[config.mk]
export PLATFORM = sky130hd
export DESIGN_NAME = keccak_state_loader
export DESIGN_NICKNAME = d
export VERILOG_FILES = /design/src/rtl/keccak_pkg.sv /design/src/rtl/keccak_state_loader.sv
export SDC_FILE = /design/constraint.sdc
export NUM_CORES = 2
export LEC_CHECK = 0
export ABC_CLOCK_PERIOD_IN_PS = 2800
export CORE_AREA = 2 2 654 656
export CTS_CLUSTER_DIAMETER = 200
export DETAILED_ROUTE_END_ITERATION = 8
export DIE_AREA = 0 0 656 658
export GPL_ROUTABILITY_DRIVEN = 0
export MAX_ROUTING_LAYER = met4
export SLEW_MARGIN = 20
export SYNTH_ARGS = -nofsm -noshare
export SYNTH_HDL_FRONTEND = slang
export SYNTH_SLANG_ARGS = --single-unit
[constraint.sdc]
create_clock -name clk -period 2.8 [get_ports clk]
set_input_delay 0.7 -clock clk [delete_from_list [all_inputs] [get_ports clk]]
set_output_delay 0.7 -clock clk [all_outputs]
set_load 0.05 [all_outputs]
[src/rtl/keccak_pkg.sv]
// keccak_pkg: shared types and default geometry for the Keccak state loader.
// The default geometry is 64 slices of 25 bits, which gives the 1600-bit Keccak state.
package keccak_pkg;

  localparam int KECCAK_SLICE_W = 25;
  localparam int KECCAK_LANES   = 64;
  localparam int KECCAK_STATE_W = KECCAK_SLICE_W * KECCAK_LANES;

  typedef enum logic {
    FILL = 1'b0,
    FULL = 1'b1
  } loader_state_t;

endpackage

[src/rtl/keccak_state_loader.sv]
// keccak_state_loader: assembles DEPTH slice words into one state and hands it downstream.
// Define STATE_LOADER_PAD_EN to add the in_last port, which ends a frame early.
module keccak_state_loader
  import keccak_pkg::*;
#(
  parameter int WORD_W = KECCAK_SLICE_W,
  parameter int DEPTH  = KECCAK_LANES,
  localparam int STATE_W = WORD_W * DEPTH,
  localparam int CNT_W   = $clog2(DEPTH)
) (
  input  logic               clk,
  input  logic               rst,
  input  logic               flush,
  input  logic               in_valid,
  input  logic [WORD_W-1:0]  in_data,
  output logic               in_ready,
`ifdef STATE_LOADER_PAD_EN
  input  logic               in_last,
`endif
  output logic               out_valid,
  output logic [STATE_W-1:0] out_data,
  input  logic               out_ready,
  output logic [CNT_W-1:0]   word_cnt,
  output logic [15:0]        frame_cnt,
  output logic               dbg_state
);

  // Handshake: a transfer happens on a posedge where valid && ready. in_ready and
  // out_valid depend only on the state register. A producer holds its word until it is accepted.

  loader_state_t      state_q, state_d;
  logic [CNT_W-1:0]   word_cnt_q, word_cnt_d;
  logic [STATE_W-1:0] data_q, data_d;
  logic [15:0]        frame_cnt_q, frame_cnt_d;

  logic in_fire;
  logic out_fire;
  logic last_word;
  logic frame_done;

  assign in_ready  = (state_q == FILL);
  assign out_valid = (state_q == FULL);
  assign in_fire   = in_valid && in_ready;
  assign out_fire  = out_valid && out_ready;
  assign last_word = (word_cnt_q == CNT_W'(DEPTH - 1));

`ifdef STATE_LOADER_PAD_EN
  // The register is zero at frame start, so the words after an early end read as zero.
  assign frame_done = last_word || in_last;
`else
  assign frame_done = last_word;
`endif

  always_comb begin
    state_d     = state_q;
    word_cnt_d  = word_cnt_q;
    data_d      = data_q;
    frame_cnt_d = frame_cnt_q;

    if (flush) begin
      state_d    = FILL;
      word_cnt_d = '0;
      data_d     = '0;
    end else if (state_q == FILL) begin
      if (in_fire) begin
        for (int k = 0; k < DEPTH; k++) begin
          if (word_cnt_q == CNT_W'(k)) begin
            data_d[k*WORD_W +: WORD_W] = in_data;
          end
        end
        if (frame_done) begin
          state_d    = FULL;
          word_cnt_d = '0;
        end else begin
          word_cnt_d = word_cnt_q + CNT_W'(1);
        end
      end
    end else begin
      if (out_fire) begin
        state_d     = FILL;
        data_d      = '0;
        frame_cnt_d = frame_cnt_q + 16'd1;
      end
    end
  end

  always_ff @(posedge clk or negedge rst) begin
    if (!rst) begin
      state_q     <= FILL;
      word_cnt_q  <= '0;
      data_q      <= '0;
      frame_cnt_q <= '0;
    end else begin
      state_q     <= state_d;
      word_cnt_q  <= word_cnt_d;
      data_q      <= data_d;
      frame_cnt_q <= frame_cnt_d;
    end
  end

  assign out_data  = data_q;
  assign word_cnt  = word_cnt_q;
  assign frame_cnt = frame_cnt_q;
  assign dbg_state = state_q;

endmodule

==> metrics.md <==
| Metric | Value |
|---|---|
| Status | `finished, violations left` |
| Failing checks | `DRC` |
| WL final | `344 mm` |
| Post-synth cell types | `43` |
| Worst-path clk slew | `60 ps` |
| Met2 Usage GRT | `24.7%` |
| I/O Buffers | `1654` |
| Share of the clock period used by the worst path | `97.6%` |
| Slew Viols, Final | `0` |
| Fin util | `21.5%` |
| Worst Path Max Fanout | `2` |
| Final non-filler cell total | `11.8k` |
| Detailed Place HPWL | `255 mm` |
| Dpl ws | `-345 ps` |
| Via density | `4.12` |
| Crit path max-delay family | `buffers and inverters` |
| Initial antenna violation count | `47` |
| Pint | `39.0 mW` |
| GR Util met3 | `3.72%` |
| Fillers | `46.1k` |
| GR Util All Layers | `15.7%` |
| H-tree levels | `4` |
| CTS max path bufs | `4` |
| DRT Pass-1 Iters | `7` |
| Power Total | `53.4 mW` |
| Grt peak-use layer | `met2` |
| Final setup margin | `68.2 ps` |
| Die W | `656 µm` |
| Worst Setup Start Kind | `flip-flop` |
| Leak | `46.0 nW` |
| Hold Slack | `296 ps` |
| Worst Path Buf+Inv | `1` |
| Via count | `48.6k` |
| Synth area leaders | `dfrtp_1 (69%), o2bb2ai_1 (21%), a22o_1 (3.0%)` |
| Yosys top cell area share | `69.2%` |
| Final min period | `2730 ps` |
| Routed len/inst | `29.2 µm` |
| Iter 0 DRT Violations | `4581` |
| Total negative setup slack | `0 ps` |
| First-pass GRT wire length | `454 mm` |
| Met1 usage | `19.3%` |
| Avg Cell Area, Syn | `14.4 µm²` |
| Die Y | `658 µm` |
| Max VDD drop | `0.000408 V` |
| Seq/Total Area, Yosys | `69.2%` |
| FMAX | `366 MHz` |
| Max Cap Violations | `0` |
| Cells after Synth | `4062` |
| Post-synth EDFFs | `0` |
| CP Cell Sequence | `clkdlybuf4s15_1` |
| Hold WC Path Type | `input pin to flip-flop` |
| Asr flop ratio synth | `100%` |
| Nets | `5965` |
| TritonCTS clock tree | `yes` |
| Top FF cell, synth | `dfrtp_1` |
| PD cells | `585 mW/mm²` |
| Combinational power share | `9.2%` |
| Worst Skew | `39.8 ps` |
| Vias in the first global route | `47.9k` |
| Area Overhead vs Synth | `55.6%` |
| Final setup fails | `0` |
| Crit path DAT | `2030 ps` |
| Sequential power share | `44.3%` |
| Drt drc | `264` |
| Cell Rows | `240` |
| Post-synth top cells | `dfrtp_1 (1623), o2bb2ai_1 (1375), buf_2 (257)` |
| Slew HR | `33.1%` |
| Register bit total from synthesis | `1623` |
| Switching Share | `27.1%` |
| Layout cells sized above 1 | `14.7%` |
| Clock sink count | `1623` |
| Clock latency on the worst-skew pair | `890 ps` |
| Leading area contributor after synthesis | `dfrtp_1` |
| CP Data Required Time | `2100 ps` |
| Largest net degree at the start of global routing | `88` |
| I/O Pins | `1655` |
| CP Capture Type | `output pin` |
| Crit-path max cell delay | `590 ps` |
| Initial Util | `13.8%` |
| Worst path slowest cell | `clkdlybuf4s15_1` |
| Final hold violations | `0` |
| Root buf cell | `clkbuf_16` |
| Global route overflow | `0` |
| Ys Warns | `0` |
| Top-count cell post-synth | `dfrtp_1` |
| CTS Buf Count | `183` |
| Syn nets | `4097` |
| Area after DPL | `0.0871 mm²` |
| Switch Pwr | `14.5 mW` |
| Die ar. | `0.432 mm²` |
| Final instance area | `0.0913 mm²` |
| ANT nets after route | `0` |
| Worst Setup Path Type | `flip-flop to output pin` |
| RSZ-0062 raised after global routing | `false` |
| Clk pwr share | `46.5%` |
| Worst slew pin tran | `1000 ps` |
| Post-synth design cell area | `0.0587 mm²` |
| Placed Cells incl. Taps | `11.4k` |
| Core footprint | `0.425 mm²` |
flip-flops by register name, summed over array words and instances, names as in the netlist:
signal and flops:
word_cnt 6, frame_cnt 16, dbg_state 1, out_data 1600
power by group through the flow:
stage,Sequential [mW],Combinational [mW],Clock [mW]
global placement,24.1,5.12,0
detailed placement,24.1,5.12,0
global route,23.7,5.14,26.2
CTS,23.7,5.04,25.3
floorplan,24.6,1.14,0
finish,23.7,4.92,24.8
layout make-up:
cell class | count | area (µm²) | area share, %
Clock inverter | 63 | 757 | 0.829
Sequential cell | 1623 | 40600 | 44.5
Timing Repair Buffer | 2126 | 21100 | 23.1
Clock buffer | 265 | 5330 | 5.84
Antenna cell | 29 | 72.6 | 0.0795
Inverter | 3 | 11.3 | 0.0123
Tap cell | 5687 | 7120 | 7.80
Multi-Input combinational cell | 1993 | 16300 | 17.8
worst paths after layout:
path	cells past startpoint	slack, ps	to	startpoint
max reg2reg	7	300	out_data[327]	word_cnt[1]
min	4	300	out_data[620]	in_data[20]
max in group asynchronous	3	1220	out_data[758]	rst
min in group asynchronous	2	380	out_data[983]	rst
max	1	70	out_data[62]	out_data[62]
min reg2reg	1	480	frame_cnt[15]	frame_cnt[15]
cell usage in the layout (no fill, tap or decap), types with 14 or more instances in the layout:
cell	count
nand2_1	101
buf_12	240
nand2_2	52
clkdlybuf4s50_1	36
nand2_4	26
clkbuf_16	184
dfrtp_1	1620
clkbuf_8	42
nand3_1	31
dlygate4sd2_1	1588
diode_2	29
clkinv_2	25
clkbuf_1	39
a22o_1	200
nor2_2	14
o21ai_0	83
buf_4	244
o2bb2ai_1	1375
timing repair:
action	in CTS	in global routing
hold endpoints to repair	17	0
endpoints found under the setup margin	1595	9
hold buffers	1	0
resized for setup	1603	9
setup buffers	1	0
logic make-up after synthesis:
group	after synthesis	synth area share, %
simple gates	298	2.43
flops	1623	69.2
xor+xnor	19	0.284
buf+inv	446	3.58
mux	1	0.0192
fa+ha+maj	5	0.107
compound gates	1670	24.3
per-layer routing:
metal	share of wire, %	routed length [µm]
met1	41	142000
met2	46	160000
met3	7.6	26300
met4	4.7	16300
met5	0	0
(Power assumes the default switching activity.)
